## src/rtl/gene_pkg.sv

```systemverilog
// Shared definitions for the gene datapath: default widths, lane ordering and
// the lane popcount used by both the PE lane logic and the collector.
package gene_pkg;

  localparam int DEF_GENE_SZ = 64;
  // Attribute bits stored alongside each gene; currently only the last-of-genome flag.
  localparam int ATTR_SZ     = 1;

  // Lane k carries gene_in(k+1); lower lanes are older in genome order.
  localparam int LANE0 = 0;
  localparam int LANE1 = 1;
  localparam int LANE2 = 2;

  function automatic logic [1:0] popcount3(input logic [2:0] v);
    return {1'b0, v[0]} + {1'b0, v[1]} + {1'b0, v[2]};
  endfunction

endpackage

```

## src/rtl/gene_fifo_mw.sv

```systemverilog
// Multi-write FIFO: up to three pre-compacted entries written per cycle at
// consecutive slots, one entry read per cycle, first-word fall-through head.
module gene_fifo_mw
  import gene_pkg::*;
#(
  parameter int W     = DEF_GENE_SZ + ATTR_SZ,
  parameter int DEPTH = 16,
  localparam int PW   = $clog2(DEPTH),
  localparam int OW   = PW + 1
) (
  input  logic          clk,
  input  logic          rst_n,
  input  logic [1:0]    i_wr_cnt,
  input  logic [W-1:0]  i_wr_d0,
  input  logic [W-1:0]  i_wr_d1,
  input  logic [W-1:0]  i_wr_d2,
  input  logic          i_pop,
  output logic [W-1:0]  o_head,
  output logic [OW-1:0] o_occ
);

  logic [W-1:0]  r_mem [DEPTH];
  logic [PW-1:0] r_wr_ptr;
  logic [PW-1:0] r_rd_ptr;
  logic [OW-1:0] r_occ;

  // Pointers are exactly log2(DEPTH) bits so the modulo wrap is free.
  always_ff @(posedge clk or negedge rst_n) begin
    if (!rst_n) begin
      r_wr_ptr <= '0;
      r_rd_ptr <= '0;
      r_occ    <= '0;
    end else begin
      r_wr_ptr <= r_wr_ptr + PW'(i_wr_cnt);
      r_rd_ptr <= r_rd_ptr + PW'(i_pop);
      r_occ    <= r_occ + OW'(i_wr_cnt) - OW'(i_pop);
    end
  end

  always_ff @(posedge clk) begin
    if (i_wr_cnt != 2'd0) r_mem[r_wr_ptr]          <= i_wr_d0;
    if (i_wr_cnt >= 2'd2) r_mem[r_wr_ptr + PW'(1)] <= i_wr_d1;
    if (i_wr_cnt == 2'd3) r_mem[r_wr_ptr + PW'(2)] <= i_wr_d2;
  end

  assign o_head = r_mem[r_rd_ptr];
  assign o_occ  = r_occ;

endmodule

```

## src/rtl/gene_collector.sv

```systemverilog
// Collects up to three child genes per cycle, compacts them into a multi-write
// FIFO, tags the last gene of each genome and reports per-genome gene counts.
module gene_collector
  import gene_pkg::*;
#(
  parameter int GENE_SZ = DEF_GENE_SZ,
  parameter int DEPTH   = 16,
  parameter int CNT_SZ  = 16
) (
  input  logic               clk,
  input  logic               rst,
  input  logic [GENE_SZ-1:0] gene_in1,
  input  logic [GENE_SZ-1:0] gene_in2,
  input  logic [GENE_SZ-1:0] gene_in3,
  input  logic [2:0]         in_valid,
  input  logic               genome_end,
  output logic               in_ready,
  output logic [GENE_SZ-1:0] gene_out,
  output logic               out_last,
  output logic               out_valid,
  input  logic               out_ready,
  output logic [CNT_SZ-1:0]  genome_cnt,
  output logic               cnt_valid
);

  localparam int PW = $clog2(DEPTH);
  localparam int OW = PW + 1;
  localparam int W  = GENE_SZ + ATTR_SZ;
  localparam int CW = CNT_SZ + 1;
  localparam logic [OW-1:0] MAX_OCC = OW'(DEPTH - 3);

  logic [OW-1:0]      w_occ;
  logic [W-1:0]       w_head;
  logic [1:0]         w_n;
  logic [1:0]         w_wr_cnt;
  logic               w_pop;
  logic [GENE_SZ-1:0] w_slot0;
  logic [GENE_SZ-1:0] w_slot1;
  logic [GENE_SZ-1:0] w_slot2;
  logic [W-1:0]       w_d0;
  logic [W-1:0]       w_d1;
  logic [W-1:0]       w_d2;
  logic [CW-1:0]      w_sum;
  logic [CNT_SZ-1:0]  w_sat;

  logic [CNT_SZ-1:0]  r_running;
  logic [CNT_SZ-1:0]  r_genome_cnt;
  logic               r_cnt_valid;

  // Handshake: a beat is accepted in any cycle where in_ready is high (the
  // sender holds it otherwise); a head gene is consumed when out_valid and
  // out_ready are both high. in_ready depends only on stored occupancy so a
  // full beat of three always fits regardless of what the reader does.
  assign in_ready  = (w_occ <= MAX_OCC);
  assign out_valid = (w_occ != '0);
  assign w_pop     = out_valid & out_ready;
  assign gene_out  = out_valid ? w_head[GENE_SZ-1:0] : '0;
  assign out_last  = out_valid & w_head[GENE_SZ];

  assign w_n      = popcount3(in_valid);
  assign w_wr_cnt = in_ready ? w_n : 2'd0;

  // Slot k takes the (k+1)-th valid lane in lane order.
  always_comb begin
    w_slot0 = gene_in3;
    if (in_valid[LANE1]) w_slot0 = gene_in2;
    if (in_valid[LANE0]) w_slot0 = gene_in1;
    w_slot1 = (in_valid[LANE0] & in_valid[LANE1]) ? gene_in2 : gene_in3;
    w_slot2 = gene_in3;
  end

  // The highest valid lane always lands in slot n-1.
  assign w_d0 = {genome_end & (w_n == 2'd1), w_slot0};
  assign w_d1 = {genome_end & (w_n == 2'd2), w_slot1};
  assign w_d2 = {genome_end & (w_n == 2'd3), w_slot2};

  gene_fifo_mw #(
    .W     (W),
    .DEPTH (DEPTH)
  ) u_fifo (
    .clk      (clk),
    .rst_n    (rst),
    .i_wr_cnt (w_wr_cnt),
    .i_wr_d0  (w_d0),
    .i_wr_d1  (w_d1),
    .i_wr_d2  (w_d2),
    .i_pop    (w_pop),
    .o_head   (w_head),
    .o_occ    (w_occ)
  );

  assign w_sum = {1'b0, r_running} + CW'(w_n);
  assign w_sat = w_sum[CNT_SZ] ? '1 : w_sum[CNT_SZ-1:0];

  // A genome_end beat with no valid lanes still closes the genome.
  always_ff @(posedge clk or negedge rst) begin
    if (!rst) begin
      r_running    <= '0;
      r_genome_cnt <= '0;
      r_cnt_valid  <= 1'b0;
    end else begin
      r_cnt_valid <= 1'b0;
      if (in_ready) begin
        if (genome_end) begin
          r_genome_cnt <= w_sat;
          r_cnt_valid  <= 1'b1;
          r_running    <= '0;
        end else if (w_n != 2'd0) begin
          r_running <= w_sat;
        end
      end
    end
  end

  assign genome_cnt = r_genome_cnt;
  assign cnt_valid  = r_cnt_valid;

endmodule

```

## config.mk

```make
export PLATFORM = sky130hd
export DESIGN_NAME = gene_collector
export DESIGN_NICKNAME = d
export VERILOG_FILES = /design/src/rtl/gene_pkg.sv /design/src/rtl/gene_fifo_mw.sv /design/src/rtl/gene_collector.sv
export SDC_FILE = /design/constraint.sdc
export NUM_CORES = 2
export LEC_CHECK = 0
export ABC_CLOCK_PERIOD_IN_PS = 17520
export CAP_MARGIN = 15
export CORE_MARGIN = 3
export CORE_UTILIZATION = 45
export CTS_CLUSTER_DIAMETER = 120
export CTS_CLUSTER_SIZE = 24
export DETAILED_ROUTE_END_ITERATION = 16
export SLEW_MARGIN = 20
export SYNTH_ARGS = -nofsm -noshare
export SYNTH_HDL_FRONTEND = slang
export SYNTH_HIERARCHICAL = 1
export SYNTH_SLANG_ARGS = --single-unit
```

## constraint.sdc

```tcl
create_clock -name clk -period 17.52 [get_ports clk]
set_input_delay 5.256 -clock clk [delete_from_list [all_inputs] [get_ports clk]]
set_output_delay 5.256 -clock clk [all_outputs]
set_load 0.05 [all_outputs]
```

# Word-level counts from Yosys, hierarchy flattened
# Memory sizes are Yosys's and may differ from the RTL's.
# Cells that the tools add are included.
# Widths: inputs -> output; s select.
dict set report op_classes {
  add_sub_neg 9
  n_lt_le_gt_ge 2
  n_eq_ne 4
  n_mux 16
  bitwise 6
  reduce_logical 6
}
# op n
set op_table {}
lappend op_table {{$mux 64} 4}
lappend op_table {{$mux 16} 3}
lappend op_table {{$add 16x2->17} 1}
lappend op_table {{$mux 1} 8}
lappend op_table {{$and 1x1->1} 6}
lappend op_table {{$eq 2x2->1 const B} 3}
lappend op_table {{$reduce_bool 2->1} 3}
lappend op_table {{$add 5x2->5} 1}
lappend op_table {{$le 5x4->1 const B} 1}
lappend op_table {{$reduce_bool 5->1} 1}
lappend op_table {{$sub 5x1->5} 1}
lappend op_table {{$add 4x1->4} 1}
lappend op_table {{$add 4x1->4 const B} 1}
lappend op_table {{$add 4x2->4} 1}
lappend op_table {{$add 4x2->4 const B} 1}
lappend op_table {{$reduce_and 2->1} 2}
lappend op_table {{$add 1x1->2} 1}
lappend op_table {{$add 2x1->2} 1}
lappend op_table {{$eq 2x1->1 const B} 1}
lappend op_table {{$ge 2x2->1 const B} 1}
lappend op_table {{$mux 2} 1}
dict set report totals {
  regBits 46
  ramBits 1040
  inputBits 199
  output_inout_bits 84
  elab_cells 50
  mem_count 1
}
# memory words word_bits read_ports rd_clocked_by_memory_dff wr line
set mem_list {}
lappend mem_list {u_fifo.r_mem 16 65 1 0 3 gene_fifo_mw.sv:22} ;# logic [W-1:0] r_mem [DEPTH];

# Longest topological paths before layout
dict set report depth {
  depth_word 6
  depth_mapped 11
  mapped_depth_nobuf 10
}

# By module
# Netlist, hierarchy kept.
# module instances cells_each area_per_inst_um2 seq_area_each_um2
set modules_own_cells {}
lappend modules_own_cells {gene_fifo_mw 1 5386 61278.8 31555.3}
lappend modules_own_cells {gene_collector 1 570 4331.7 825.8}

# Worst setup path before layout
# No wires, ideal clock.
dict set report synth_path {
  path_type {in2reg}
  start {in in_valid[0]}
  end {mem u_fifo/r_mem[14][0] (netlist bit), enable pin}
  setup_time_ns 0.711
  arrival_time_ns 13.752
  t_required_ns 16.809
  slack_ns 3.056
  stages 4
  n_path_buf 0
  path_cell_list {fa_1 -> and2_1 -> nor2_1 -> o311ai_0}
}
# item line
set synth_rtl {}
lappend synth_rtl {{from (decl)} gene_collector.sv:15} ;# input logic [2:0] in_valid,
lappend synth_rtl {{to (decl)} gene_fifo_mw.sv:22}

# Worst setup path in the final report
dict set report layout_path {
  start {reg u_fifo.r_rd_ptr[0]}
  end {out gene_out[32]}
}
dict set report layout_between {
  elab_chain_len 2
}
# item line
set layout_rtl {}
lappend layout_rtl {{from (decl)} gene_fifo_mw.sv:24} ;# logic [PW-1:0] r_rd_ptr;
lappend layout_rtl {{from (signal assigned)} gene_fifo_mw.sv:35} ;# r_rd_ptr <= r_rd_ptr + PW'(i_pop);
lappend layout_rtl {{$mem_v2 16x65} -}
lappend layout_rtl {{via w_head[32]} gene_collector.sv:33} ;# logic [W-1:0] w_head;
lappend layout_rtl {{$mux 64} gene_collector.sv:57} ;# assign gene_out = out_valid ? w_head[GENE_SZ-1:0] : '0;
lappend layout_rtl {{to (decl)} gene_collector.sv:18} ;# output logic [GENE_SZ-1:0] gene_out,
# The timed path passes the listed nets, and every way through them passes these cells.

==> impl.org <==
** Worst setup path
- Data arrives at the worst endpoint at 5430 ps.
- For the worst setup path, the data required time is 12260 ps.
- STA classifies the critical path startpoint as a register.
- Library cell contributing the largest single delay on the critical path :: sky130_fd_sc_hd__dfrtp_4
- Highest fanout seen on the critical path :: 108
- For this run, the slowest stage of the critical path takes 860 ps.
- Traced cell by cell, the critical path runs through buf_4 -> buf_12 -> mux4_2 -> mux4_2 -> nor2b_1 -> clkdlybuf4s50_1.
- Crit Path Class :: register to output port
- Cell seen most often among critical-path stages :: sky130_fd_sc_hd__mux4_2
- The worst setup path is captured at an output port.

** Logic synthesis
- The cell area that synthesis handed to floorplanning was 65610 sq um.
- Yosys Warn Count :: 6
- Async set or reset register ratio after synthesis :: 4.236%
- Synthesized netlist cell count :: 5956
- Sequential share of the synthesized area :: 49.35%
- Most used DFF post-synth :: sky130_fd_sc_hd__edfxtp_1
- Synthesized area per cell :: 11.02 sq um
- Synth Net Count :: 6172
- Number of synthesized flops with an enable pin :: 1040
- Library cells used by synthesis :: 68
- Counting flops and latches in the post-synthesis netlist gives 1086.

** Clocking
- For this design, the CTS-stage hold fixing added 0 buffers.
- Number of sinks handled by clock tree synthesis :: 1086
- Counting along the longest clock path gives a buffer depth of 3.
- In this run the number of H-tree levels came out at 2.
- Cell at the root of the clock tree :: sky130_fd_sc_hd__clkbuf_16
- The number of setup buffers added after CTS is 0.
- Clock input transition at the sequential cells of the worst setup and hold paths :: 110 ps
- Buffers inserted during clock tree synthesis total 51.
- For the worst-skew pair, the clock arrives at the later sink with an insertion delay of 740 ps.
- The number of gates resized after CTS was 0.
- TritonCTS built the clock tree.

** Placement
- Port buffering added 282 buffers.
- Once detailed placement completed, the half-perimeter wirelength came to 143.9 mm.
- The congestion estimate from routability-driven global placement came to 0.8414.

** GRT
- Via count of the first global-routing pass :: 53.35k
- Entering global routing, the biggest net connects 141 pins.
- Global routing used 36.21% of the available tracks across all layers.
- First-pass GRT wire length :: 396.1 mm
- The number of antenna violations at the first check in global routing came to 8.
- The total overflow left after global routing is 0.

** Detailed routing
- After the first detailed-routing iteration, the DRC count stood at 10.68k.
- Remaining antenna violation count :: 0
- Post-DR wirelength/cell :: 37.33 um
- For this block, the routed nets add up to 283.7 mm of wire.
- DRC violation count after routing :: 0
- Post-DR vias/cell :: 7.389
- Before antenna repair, the detailed router went through 6 iterations.
- Vias after detailed routing :: 56.16k

** Timing
- Across the routed clock network, the largest skew measured is 40.25 ps.
- Adding up every negative setup slack in the final design gives 0 ps.
- Setup repair after global routing missed its margin :: no
- The final critical path takes up 60.99% of the cycle.
- For the pin with the worst max-slew slack, the measured transition is 1248 ps.
- The final hold violation count was 0.
- For this run, the top clock speed supported by timing is 0.09359 GHz.
- Setup violations remaining at the end of the flow were counted as 0.
- In this run the tightest slew margin relative to its limit is 16.82%.
- The max-slew violation count is 0.
- Counting I/O delays and the setup requirement, the final critical path takes 10680 ps.

** Cells and area
- Filler cell count :: 12.67k
- Final nets :: 5897
- Once layout is complete, the utilization of the core stands at 49.32%.
- Share of cells above drive strength 1 :: 14.64%
- Area growth syn-to-layout :: 8.379%

** Floorplanning
- Chip Height :: 387.8 um
- Die X :: 387.8 um
- I/O Pins :: 283
- Core ar. :: 144200 sq um
- In this run the core area contains 139 standard-cell rows.
- Once the floorplan was initialized, standard cells occupied 45.51% of the core.
- The die covers 150400 sq um.

** Run status
- The run finished with clean final reports.

** Power
- Max IR drop VDD :: 0.2915 mV
- Power spread over the standard cell area amounts to 156.0 nW/um^2.
- In this run the static leakage power is 0.02342 uW.

** Run
- Max-cap violation count :: 0

** Hold path
- The path class of the tightest hold or removal check is register to register.
[registers in the layout (all words and copies together) (netlist names)]
name and cells:
genome_cnt 16, cnt_valid 1, u_fifo/o_occ 5, u_fifo/r_rd_ptr 4
u_fifo/r_mem 1040, r_running 16, u_fifo/r_wr_ptr 4
[critical path: cells and delay by family (launching register included)]
| family | cells | cell delay, ps |
|---|---|---|
| buf+inv | 3 | 2270 |
| flops | 1 | 860 |
| mux | 2 | 1230 |
| simple gates | 1 | 190 |
[cell usage after synthesis, types with 8 or more instances]
cell type / number / area share (%)
sky130_fd_sc_hd__clkbuf_1: 609 / 3.5
sky130_fd_sc_hd__inv_1: 21 / 0.12
sky130_fd_sc_hd__o21ai_0: 225 / 1.7
sky130_fd_sc_hd__buf_1: 57 / 0.33
sky130_fd_sc_hd__ha_1: 13 / 0.25
sky130_fd_sc_hd__o22ai_1: 264 / 2.5
sky130_fd_sc_hd__nand3_1: 25 / 0.19
sky130_fd_sc_hd__nor3_1: 18 / 0.14
sky130_fd_sc_hd__a32o_1: 130 / 2.0
sky130_fd_sc_hd__dfrtp_1: 46 / 1.8
sky130_fd_sc_hd__edfxtp_1: 1040 / 48
sky130_fd_sc_hd__xnor2_1: 14 / 0.19
sky130_fd_sc_hd__mux4_2: 322 / 11
sky130_fd_sc_hd__nor2_1: 563 / 3.2
sky130_fd_sc_hd__a21oi_1: 539 / 4.1
sky130_fd_sc_hd__buf_2: 103 / 0.79
sky130_fd_sc_hd__nand2_1: 881 / 5.0
sky130_fd_sc_hd__mux2i_1: 328 / 5.0
sky130_fd_sc_hd__xor2_1: 8 / 0.11
sky130_fd_sc_hd__o221ai_1: 260 / 3.5
sky130_fd_sc_hd__nor2b_1: 70 / 0.67
sky130_fd_sc_hd__mux2_2: 194 / 3.3
sky130_fd_sc_hd__a31oi_1: 10 / 0.095
sky130_fd_sc_hd__a32oi_1: 130 / 1.7
[kinds of logic (layout without fill, tap and decap cells)]
group | after synthesis | count (layout) | synth area share, %
simple gates | 1601 | 1601 | 9.747
compound gates | 1584 | 1584 | 15.97
flops | 1086 | 1086 | 49.35
mux | 844 | 844 | 19.39
buf+inv | 800 | 535 | 4.832
xor+xnor | 24 | 24 | 0.3433
fa+ha+maj | 17 | 17 | 0.3700
other cells | 0 | 6 | 0
[placed cells by master, fill, tap and decap left out, types with 7 or more instances in the layout]
cell type and n:
sky130_fd_sc_hd__o221ai_1 260, sky130_fd_sc_hd__mux2_2 194, sky130_fd_sc_hd__nor2_1 561, sky130_fd_sc_hd__mux2i_1 328, sky130_fd_sc_hd__nor3_2 13, sky130_fd_sc_hd__nand3_4 13, sky130_fd_sc_hd__a31oi_1 10, sky130_fd_sc_hd__inv_1 20
sky130_fd_sc_hd__clkdlybuf4s50_1 279, sky130_fd_sc_hd__clkbuf_1 7, sky130_fd_sc_hd__xnor2_1 14, sky130_fd_sc_hd__nand2_1 870, sky130_fd_sc_hd__nand3_1 12, sky130_fd_sc_hd__edfxtp_1 1040, sky130_fd_sc_hd__clkbuf_16 51, sky130_fd_sc_hd__o22ai_1 260
sky130_fd_sc_hd__a21oi_1 539, sky130_fd_sc_hd__xor2_1 8, sky130_fd_sc_hd__a32o_1 130, sky130_fd_sc_hd__nor2b_1 70, sky130_fd_sc_hd__mux4_2 322, sky130_fd_sc_hd__o21ai_1 18, sky130_fd_sc_hd__o21ai_2 9, sky130_fd_sc_hd__ha_1 13
sky130_fd_sc_hd__nand2_4 11, sky130_fd_sc_hd__a32oi_1 130, sky130_fd_sc_hd__dfrtp_1 43, sky130_fd_sc_hd__o21ai_0 196, sky130_fd_sc_hd__buf_4 156
[final cells by class]
type,count,area [sq um],area share [%]
clock buffer,59,1310,1.842
tap,1903,2381,3.348
inverter,22,87.58,0.1232
clock inverter,4,52.55,0.07390
antenna,6,15.01,0.02111
timing repair buffer,450,4219,5.933
sequential,1086,32390,45.55
multi-input combinational,4070,30650,43.10
[routing by layer]
| layer | part of all wire [%] | vias to the layer above | GRT usage [%] | wire [um] |
|---|---|---|---|---|
| li1 | - | 22250 | - | - |
| met1 | 35 | 27350 | 47.78 | 99210 |
| met2 | 43 | 5364 | 54.06 | 122000 |
| met3 | 16 | 1186 | 11.35 | 44370 |
| met4 | 6.4 | 6 | 17.93 | 18140 |
| met5 | 0.014 | - | 0 | 41 |
[stage by stage]
stage | hold WS (ps) | power, uW | worst slack [ps] | cell area, sq um | instances
after detailed placement | 480.0 | 9483 | 6998 | 69640 | 7529
after floorplan | 456.3 | 7244 | 3056 | 65610 | 5956
after global routing | 517.7 | 11260 | 6559 | 71100 | 7595
after CTS | 502.8 | 10860 | 6771 | 71000 | 7592
final | 496.2 | 11090 | 6835 | 71110 | 7600
after global placement | 474.6 | 9422 | 6998 | 69610 | 7528
[power by group]
| part | internal (uW) | leakage [uW] | switching [uW] |
|---|---|---|---|
| combinational | 1900 | 0.0127 | 4080 |
| sequential | 3440 | 0.0100 | 246 |
| clock | 537 | 0.000666 | 891 |
[path summary, 6_finish.rpt]
check,start,endpoint,slack (ps),cells after the start
setup / recovery,u_fifo/r_rd_ptr[0],gene_out[32],6840,6
hold / removal,genome_cnt[1],genome_cnt[1],500,2
setup reg to reg,u_fifo/o_occ[3],u_fifo/r_mem[2][7],12140,6
hold reg to reg,genome_cnt[1],genome_cnt[1],500,2
max in group asynchronous,rst,u_fifo/r_rd_ptr[0],12360,2
min in group asynchronous,rst,u_fifo/o_occ[3],4670,2
No activity file was read; power rests on OpenSTA's default activity.
